### config.mk
export PLATFORM = sky130hd
export DESIGN_NAME = shutter_nuc_ctrl
export DESIGN_NICKNAME = d
export VERILOG_FILES = /design/src/rtl/shutter_nuc_ctrl.sv
export SDC_FILE = /design/constraint.sdc
export NUM_CORES = 1
export LEC_CHECK = 0
export BUFFER_PORTS_ARGS = -buffer_cell sky130_fd_sc_hd__clkbuf_2
export CAP_MARGIN = 20
export CORE_MARGIN = 5
export CORE_UTILIZATION = 50
export CTS_BUF_LIST = sky130_fd_sc_hd__clkbuf_4
export DETAILED_ROUTE_END_ITERATION = 12
export PLACE_DENSITY = 0.71
export SYNTH_ARGS = -nofsm -noshare
export SYNTH_HDL_FRONTEND = slang
export SYNTH_SLANG_ARGS = --single-unit
### constraint.sdc
create_clock -name i_clk -period 3.25 [get_ports i_clk]
set_clock_uncertainty 0.2 [all_clocks]
set_input_delay 0.325 -clock i_clk [delete_from_list [all_inputs] [get_ports i_clk]]
set_output_delay 0.325 -clock i_clk [all_outputs]
set_load 0.005 [all_outputs]
### src/rtl/shutter_nuc_ctrl.sv
// Shutter / NUC calibration sequencer.
// Decides when to recalibrate (power-on, manual, temperature drift, frame
// interval), then closes the shutter, lets it settle, starts the background
// calculation, reopens the shutter and lets it settle again.
module shutter_nuc_ctrl #(
    parameter logic [1:0]  SHUTTER_OPEN  = 2'b01,
    parameter logic [1:0]  SHUTTER_CLOS  = 2'b10,
    parameter int unsigned SETTLE_FRAMES = 4,
    parameter int unsigned CALC_TIMEOUT  = 8,
    parameter logic [15:0] TEMP_DELTA    = 16'd64,
    parameter logic [15:0] MAX_INTERVAL  = 16'd1800
) (
    input  logic        i_clk,
    input  logic        i_rst,
    input  logic        i_en,
    input  logic        i_frame_start,
    input  logic        i_manual_req,
    input  logic [15:0] i_temp_sensor,
    input  logic        i_calc_b_done,
    output logic [1:0]  o_shutter,
    output logic        o_calc_b_start,
    output logic        o_busy,
    output logic [1:0]  o_cause,
    output logic [7:0]  o_nuc_cnt,
    output logic        o_err
);

    typedef enum logic [2:0] {
        S_IDLE, S_CLOSE, S_SETTLE_C, S_CALC, S_OPEN, S_SETTLE_O
    } state_t;

    localparam logic [7:0] SETTLE_LAST = 8'(SETTLE_FRAMES - 1);
    localparam logic [7:0] CALC_LAST   = 8'(CALC_TIMEOUT - 1);

    state_t      state_q, state_d;
    logic [7:0]  frm_cnt_q, frm_cnt_d;
    logic [15:0] int_cnt_q, int_cnt_d;
    logic [15:0] ref_temp_q, ref_temp_d;
    logic        ref_valid_q, ref_valid_d;
    logic        pend_pwr_q, pend_pwr_d;
    logic        pend_man_q, pend_man_d;
    logic [1:0]  shutter_q, shutter_d;
    logic        calc_start_q, calc_start_d;
    logic        busy_q, busy_d;
    logic [1:0]  cause_q, cause_d;
    logic [7:0]  nuc_cnt_q, nuc_cnt_d;
    logic        err_q, err_d;

    logic [16:0] temp_ext, ref_ext, abs_diff;
    logic        drift, interval, man_now;

    // Trigger conditions: 17-bit absolute temperature difference and frame interval.
    always_comb begin
        temp_ext = {1'b0, i_temp_sensor};
        ref_ext  = {1'b0, ref_temp_q};
        abs_diff = (temp_ext >= ref_ext) ? (temp_ext - ref_ext) : (ref_ext - temp_ext);
        drift    = ref_valid_q && (abs_diff >= {1'b0, TEMP_DELTA});
        interval = (int_cnt_q >= MAX_INTERVAL);
        man_now  = pend_man_q | i_manual_req;
    end

    // Next-state and registered-output logic of the calibration sequencer.
    always_comb begin
        state_d      = state_q;
        frm_cnt_d    = frm_cnt_q;
        int_cnt_d    = int_cnt_q;
        ref_temp_d   = ref_temp_q;
        ref_valid_d  = ref_valid_q;
        pend_pwr_d   = pend_pwr_q;
        pend_man_d   = man_now;
        shutter_d    = 2'b00;
        calc_start_d = 1'b0;
        busy_d       = busy_q;
        cause_d      = cause_q;
        nuc_cnt_d    = nuc_cnt_q;
        err_d        = err_q;

        case (state_q)
            S_IDLE: begin
                if (i_frame_start && (int_cnt_q != '1)) int_cnt_d = int_cnt_q + 16'd1;
                if (i_en && (pend_pwr_q || man_now || drift || interval)) begin
                    state_d   = S_CLOSE;
                    shutter_d = SHUTTER_CLOS;
                    busy_d    = 1'b1;
                    frm_cnt_d = '0;
                    if (pend_pwr_q) begin
                        cause_d    = 2'd0;
                        pend_pwr_d = 1'b0;
                    end else if (man_now) begin
                        cause_d    = 2'd1;
                        pend_man_d = 1'b0;
                    end else if (drift) begin
                        cause_d = 2'd2;
                    end else begin
                        cause_d = 2'd3;
                    end
                end
            end
            S_CLOSE: begin
                state_d   = S_SETTLE_C;
                frm_cnt_d = '0;
            end
            S_SETTLE_C: begin
                if (i_frame_start) begin
                    if (frm_cnt_q == SETTLE_LAST) begin
                        state_d      = S_CALC;
                        calc_start_d = 1'b1;
                        frm_cnt_d    = '0;
                    end else begin
                        frm_cnt_d = frm_cnt_q + 8'd1;
                    end
                end
            end
            S_CALC: begin
                // Done takes priority over a timeout completing on the same cycle.
                if (i_calc_b_done) begin
                    ref_temp_d  = i_temp_sensor;
                    ref_valid_d = 1'b1;
                    if (nuc_cnt_q != '1) nuc_cnt_d = nuc_cnt_q + 8'd1;
                    state_d   = S_OPEN;
                    shutter_d = SHUTTER_OPEN;
                    frm_cnt_d = '0;
                end else if (i_frame_start) begin
                    if (frm_cnt_q == CALC_LAST) begin
                        err_d     = 1'b1;
                        state_d   = S_OPEN;
                        shutter_d = SHUTTER_OPEN;
                        frm_cnt_d = '0;
                    end else begin
                        frm_cnt_d = frm_cnt_q + 8'd1;
                    end
                end
            end
            S_OPEN: begin
                state_d   = S_SETTLE_O;
                frm_cnt_d = '0;
            end
            S_SETTLE_O: begin
                if (i_frame_start) begin
                    if (frm_cnt_q == SETTLE_LAST) begin
                        state_d   = S_IDLE;
                        busy_d    = 1'b0;
                        int_cnt_d = '0;
                        frm_cnt_d = '0;
                    end else begin
                        frm_cnt_d = frm_cnt_q + 8'd1;
                    end
                end
            end
            default: state_d = S_IDLE;
        endcase
    end

    // State and output registers with asynchronous reset.
    always_ff @(posedge i_clk or posedge i_rst) begin
        if (i_rst) begin
            state_q      <= S_IDLE;
            frm_cnt_q    <= '0;
            int_cnt_q    <= '0;
            ref_temp_q   <= '0;
            ref_valid_q  <= 1'b0;
            pend_pwr_q   <= 1'b1;
            pend_man_q   <= 1'b0;
            shutter_q    <= '0;
            calc_start_q <= 1'b0;
            busy_q       <= 1'b0;
            cause_q      <= '0;
            nuc_cnt_q    <= '0;
            err_q        <= 1'b0;
        end else begin
            state_q      <= state_d;
            frm_cnt_q    <= frm_cnt_d;
            int_cnt_q    <= int_cnt_d;
            ref_temp_q   <= ref_temp_d;
            ref_valid_q  <= ref_valid_d;
            pend_pwr_q   <= pend_pwr_d;
            pend_man_q   <= pend_man_d;
            shutter_q    <= shutter_d;
            calc_start_q <= calc_start_d;
            busy_q       <= busy_d;
            cause_q      <= cause_d;
            nuc_cnt_q    <= nuc_cnt_d;
            err_q        <= err_d;
        end
    end

    assign o_shutter      = shutter_q;
    assign o_calc_b_start = calc_start_q;
    assign o_busy         = busy_q;
    assign o_cause        = cause_q;
    assign o_nuc_cnt      = nuc_cnt_q;
    assign o_err          = err_q;

endmodule

==> results of run 1 <==
-- power by group through the flow --
stage	sequential [mW]	clock [mW]	combinational (mW)
floorplan	1.10	0	1.73
finish	1.20	0.645	3.20
global placement	1.16	0	2.50
global route	1.23	0.693	3.49
detailed placement	1.17	0	2.56
CTS	1.17	0.655	2.83
-- synthesized netlist by cell type, types with 3 or more instances --
cell type and n:
nand3_1 19, inv_1 45, o21ai_0 67, xor2_1 9, a21oi_2 3, o31ai_1 4, nand2b_1 9, dfrtp_1 60
nor2b_1 5, nor4_1 3, nand3b_1 4, a21oi_1 42, xnor2_1 8, nor3_1 9, nor2_1 52, ha_1 36
a211oi_1 4, nand4_1 8, and2_1 3, and3_1 10, a21bo_1 3, buf_2 8, o21ai_1 4, a21o_1 7
o211ai_1 3, a31oi_1 7, mux2i_1 3, clkbuf_1 14, nand2_1 57, or2_2 3
-- repair_timing --
action                                 CTS  global route
resized for setup                       34            50
endpoints found under the hold margin   37             1
setup endpoints to repair               13            13
hold buffers                             9             1
buffers inserted                         2             5
pin swaps                               21            16
gates cloned                             1             0
-- cell type report --
cell class / count / area (sq um) / area share, %
multi-input cells: 429 / 3150 / 52.4
flip-flops and latches: 61 / 1530 / 25.4
repair buffers: 121 / 867 / 14.4
inverters: 45 / 169 / 2.81
well taps: 108 / 135 / 2.25
clock inverters: 7 / 98.8 / 1.64
clock buffers: 9 / 67.6 / 1.12
-- logic make-up after synthesis --
| logic type | after synthesis | synth area share (%) |
|---|---|---|
| AOI/OAI and AO/OA | 175 | 24.4 |
| xor gates and xnor gates | 17 | 3.26 |
| adders and majority gates | 38 | 10.7 |
| buffers and inverters | 69 | 6.14 |
| DFF | 61 | 33.5 |
| muxes | 6 | 1.56 |
| and+or+nand+nor | 192 | 20.4 |
-- how the worst max path moves through the flow --
stage                     slack, ps              from      endpoint  depth (start not counted)
after floorplan                  70    ref_temp_q[10]    o_cause[0]                         13
final                           -80     ref_temp_q[1]    o_cause[0]                         15
after detailed placement       -330  i_temp_sensor[0]  frm_cnt_q[7]                         15
after global placement         -170  i_temp_sensor[0]    o_cause[0]                         15
after global routing           -190     ref_temp_q[1]    o_cause[0]                         15
after CTS                      -0.4     ref_temp_q[8]    o_cause[1]                         12
-- stage by stage --
step / hold WS, ps / power (mW)
after floorplan: 242 / 2.83
after global placement: 241 / 3.66
after detailed placement: 245 / 3.74
after CTS: 2.23 / 4.66
after global routing: 35.8 / 5.41
final: 38.1 / 5.04
-- state kept, by name, summed over array words and instances, names as in the netlist --
signal	count
int_cnt_q	16
ref_temp_q	16
frm_cnt_q	8
o_nuc_cnt	8
state_q	3
o_cause	2
o_shutter	2
o_busy	1
o_calc_b_start	1
o_err	1
pend_man_q	1
pend_pwr_q	1
ref_valid_q	1
-- critical path, cell delays in order, from the launching register on --
cell and delay, ps:
dfrtp_2 470, buf_4 170, fa_1 390, nand2b_4 160, a21oi_4 190, o21ai_4 80, o31ai_1 200, buf_4 170
or2_2 110, a21oi_2 50, o21ai_2 270, nor3_4 80, a21boi_2 220, buf_4 150, a21oi_1 60, mux2_4 270
-- layer usage --
metal | global-route usage, % | vias to the layer above
li1 | - | 2187
met1 | 28.9 | 2152
met2 | 37.2 | 142
met3 | 3.79 | 30
met4 | 7.59 | 0
met5 | 0 | -
==> out/results.ini, run 1 <==
[run_status]
run_status = finished, violations left
violations = setup timing

[logic_synthesis]
yosys_warnings = 0
yosysSeqAreaShare_pct = 33.5
yosys.area.top_type = dfrtp_1
syn_inst = 558
synth_top_area_share_pct = 32.9
synth.distinct_cells = 73
netlist_top_cells_area = dfrtp_1, ha_1, o21ai_0
synthArstFlopShare_pct = 100
syn-num-nets = 618
synth_area_sq_um = 4560
syn-mean-instance-area_sq_um = 8.18
synth-edff-count = 0
synth-main-ff-cell = dfrtp_1
ys_seq_elements = 61

[placement]
dp.cells = 746
post_dp_cell_area_sq_um = 5290
gp_congestion = 0.914
pre_cts_slack_ps = -331
post-dp-hpwl_microns = 8700
port_buffers = 36

[grt]
grt_max_degree = 35
grt_util_all_layers_pct = 22.1
first_global_vias = 4472
grt_overflow = 0
grt_pass1_wl_microns = 20600
antenna_found_initial = 0

[setup_path]
worst_setup_path_end_kind = flop
worstPathRequired_ps = 3350
cp_data_arrival_time_ps = 3430
r2r-start = ref_temp_q[1]
crit_fanout = 4
r2r_cells = 15
start_kind = flop
crit_type = flop to flop
r2r-end = o_cause[0]
r2r_slack_ps = -80

[clock_network]
numCtsBuffers = 9
cts_sinks = 61
clock_path_buffers = 2
tritoncts = done
root_buffer = clkbuf_4
clk_pin_slew_ps = 140
clk_latency_ps = 410
cts_max_level = 3

[floorplan]
dieArea_sq_um = 11100
core_area_sq_um = 8810
initial_core_util_pct = 51.8
die_w_microns = 106
die_h_microns = 106
fp-row-count = 34
io_pins = 37

[power]
p_seq_share_pct = 23.8
switching_share_pct = 45.1
power.leakage_nw = 2.76
power_frac_comb_pct = 63.5
p_per_area_nw_per_um2 = 838
intPower_mw = 2.77
ir_worst_vdd_v = 0.000424
switching_power_mw = 2.27
p_clk_share_pct = 12.8

[final_layout]
final_cell_mix = buf_4, dfrtp_1, o21ai_0
final_net_count = 727
stdcell_area_sq_um = 6020
final.fill_count = 702
final_core_util_pct = 68.3
fin_cells = 780
layout_commonest_cell = buf_4
drive_above_1_share_pct = 31.1
area_growth_pct = 31.9
diodes = 0

[timing]
worst_pin_slew_ps = 683
post-route-period-util_pct = 102
relSlewSlack_pct = 54.4
rsz0062_at_grt = true
slew_violations = 0
worst_slack_ps = -78.6
hold_violations = 0
layout_min_cycle_time_ps = 3330
max_freq_mhz = 300
fin_tns_setup_ps = -554
finalSetupViolCount = 10

[worst_hold_path]
holdPathEnd = ref_temp_q[9]
hold_start = i_temp_sensor[9]
min_path_cells = 3
hold_path_class = input pin to flop

[route]
drc = 0
viasPerCell = 5.78
dr.max_layer_used = met4
m1WireLength_microns = 5450
route.met3.wl_microns = 639
wl_per_cell_microns = 16.0
drtIter0Drc = 215
routed_wl_microns = 12500
num_vias = 4511
antenna_left = 0
dr_wl_met2_microns = 6120
firstDrtPassIters = 5

[flow_run]
max-cap-violations = 0

No activity file was read; power rests on OpenSTA's default activity.
==> run 2: changes to the inputs <==
SETUP_SLACK_MARGIN = 0.15   (was unset)
==> out/results.ini, run 2 (synthesis results as in run 1) <==
[placement]
post_dp_cell_area_sq_um = 5280  ; -0.14%
gp_congestion = 0.920  ; +0.63%
port_buffers = 36  ; unchanged
pre_cts_slack_ps = -296  ; +35.3 ps
dp.cells = 741  ; -0.67%
post-dp-hpwl_microns = 8680  ; -0.19%

[grt]
use_met2_pct = 36.2  ; -1.0 points
grt_overflow = 0  ; unchanged
antenna_found_initial = 0  ; unchanged
first_global_vias = 4413  ; -1.3%
top_usage_layer = met2
grtUsageMet3_pct = 3.61  ; -0.18 points
grtUsageMet1_pct = 31.2  ; +2.3 points
grt_max_degree = 35  ; unchanged
grt_pass1_wl_microns = 20700  ; +0.54%
grt_util_all_layers_pct = 22.4  ; +0.25 points

[timing]
relSlewSlack_pct = 61.2  ; +6.8 points
slew_violations = 0  ; unchanged
hold_violations = 1  ; +1
worst_pin_slew_ps = 575  ; -108 ps
fin_tns_setup_ps = -88.1  ; +466 ps
max_freq_mhz = 305  ; +1.4%
finalSetupViolCount = 6  ; -4
layout_min_cycle_time_ps = 3280  ; -45.8 ps
rsz0062_at_grt = true
whs_ps = -0.770  ; -38.9 ps
post-route-period-util_pct = 101  ; -1.4 points
worst_slack_ps = -32.8  ; +45.8 ps

[setup_path]
cpMostUsedCell = a21oi_1
start_kind = flop
path_cells = ha_4, a21oi_1, a21oi_1, or3_4, buf_4, a21oi_2, xor2_1, a31oi_4, buf_6, o31ai_4, nand2_4, a21bo_1, o31ai_1
crit_slowest_cell = dfrtp_1
cp_slowest_stage_delay_ps = 440  ; -30 ps
cp.buffers_inverters = 2  ; -1
crit_family = compound AO/OA/AOI/OAI gates
crit_fanout = 6  ; +2
cp_data_arrival_time_ps = 3410  ; -20 ps
crit_type = flop to flop
worst_setup_path_end_kind = flop
worstPathRequired_ps = 3370  ; +20 ps

[power]
p_per_area_nw_per_um2 = 838  ; about the same
ir_worst_vdd_v = 0.000509  ; +20%
power_frac_comb_pct = 63.6  ; about the same
switching_power_mw = 2.22  ; -2.4%
p_clk_share_pct = 12.7  ; about the same
p_seq_share_pct = 23.8  ; about the same
switching_share_pct = 44.6  ; -0.46 points
intPower_mw = 2.76  ; -0.56%
power.leakage_nw = 2.75  ; -0.61%
power_mw = 4.97  ; -1.4%

[final_layout]
drive_above_1_share_pct = 30.4  ; -0.65 points
final_cell_mix = buf_4, dfrtp_1, o21ai_0
fin_cells = 778  ; -0.26%
diodes = 0  ; unchanged
final.fill_count = 706  ; +0.57%
layout_commonest_cell = buf_4
top_regs = int_cnt_q x16, ref_temp_q x16
stdcell_area_sq_um = 5940  ; -1.3%
area_growth_pct = 30.2
final_net_count = 725  ; -0.28%
seq_area_sq_um = 1530  ; unchanged
multi_input_area_sq_um = 3100  ; -1.5%

[run_status]
run_status = finished, violations left
violations = hold timing, setup timing

[route]
num_vias = 4473  ; -0.84%
viasPerCell = 5.75  ; -0.59%
drtIter0Drc = 220  ; +2.3%
firstDrtPassIters = 5  ; unchanged
wl_per_cell_microns = 15.7  ; -2.3%
drc = 0  ; unchanged
routed_wl_microns = 12200  ; -2.5%
antenna_left = 0  ; unchanged

[worst_hold_path]
hold_path_class = input pin to flop

[clock_network]
root_buffer = clkbuf_4
numCtsBuffers = 9  ; unchanged
tritoncts = done
cts_sinks = 61  ; unchanged
clk_pin_slew_ps = 110  ; -30 ps
clk_latency_ps = 420  ; about the same
clock_path_buffers = 2  ; unchanged
cts_max_level = 3  ; unchanged

[floorplan]
fp-row-count = 34  ; unchanged
io_pins = 37  ; unchanged
dieArea_sq_um = 11100  ; unchanged
die_h_microns = 106  ; unchanged
initial_core_util_pct = 51.8  ; unchanged
die_w_microns = 106  ; unchanged
core_area_sq_um = 8810  ; unchanged

[flow_run]
max-cap-violations = 0  ; unchanged

run 2: changes by cell type in the layout (fill, tap and decap cells not counted), moves of 2 or more:
cell / delta
a211oi_2: -2
a21oi_1: +3
a21oi_2: -3
buf_6: +2
dlygate4sd3_1: -4
ha_4: -2
o21ai_1: +4
o21ai_2: -2
o31ai_1: +2
o31ai_2: -2
run 2: worst reg2reg max path, cell delays in order, from the launching register on:
cell	delay (ps)
dfrtp_1	440
ha_4	270
a21oi_1	200
a21oi_1	100
or3_4	410
buf_4	170
a21oi_2	140
xor2_1	260
a31oi_4	140
buf_6	140
o31ai_4	350
nand2_4	130
a21bo_1	200
o31ai_1	50
run 2: final timing paths:
check	start	to	slack, ps	depth (start not counted)
setup / recovery	ref_temp_q[2]	frm_cnt_q[3]	-30	13
hold / removal	i_en	state_q[0]	-0.8	3
setup reg to reg	ref_temp_q[2]	frm_cnt_q[3]	-30	13
hold reg to reg	o_err	o_err	280	1
max in group asynchronous	i_rst	pend_pwr_q	1910	4
min in group asynchronous	i_rst	o_nuc_cnt[1]	180	3
run 2: power by group through the flow:
stage | logic (mW) | registers, mW | clock network, mW
detailed placement | 2.58 | 1.17 | 0
global placement | 2.53 | 1.16 | 0
finish | 3.16 | 1.18 | 0.631
global route | 3.45 | 1.21 | 0.686
floorplan | 1.79 | 1.10 | 0
CTS | 3.04 | 1.17 | 0.647
run 2: routing by layer:
| layer | routed length (microns) | vias up |
|---|---|---|
| li1 | - | 2181 |
| met1 | 5760 | 2147 |
| met2 | 5730 | 125 |
| met3 | 519 | 20 |
| met4 | 175 | 0 |
| met5 | 0 | - |
run 2: layout make-up:
| cell class | instances | area share (%) |
|---|---|---|
| clock inverter | 6 | 1.47 |
| inverter | 45 | 2.89 |
| timing repair buffer | 119 | 14.1 |
| tap | 108 | 2.28 |
| multi-input combinational | 429 | 52.3 |
| sequential | 61 | 25.7 |
| clock buffer | 10 | 1.26 |
run 2: through the flow:
stage	hold WS (ps)	utilization, %
after floorplan	242	-
after CTS	4.29	67.0
after global routing	4.17	67.4
after detailed placement	74.5	60.0
after global placement	70.0	60.0
final	-0.770	67.4
run 2: what timing repair did:
item | CTS | global route
pin swaps | 27 | 6
buffers inserted | 13 | 1
cloned | 1 | 0
hold buffers | 6 | 0
resized for setup | 60 | 11
hold endpoints to repair | 33 | 0
setup endpoints to repair | 13 | 13
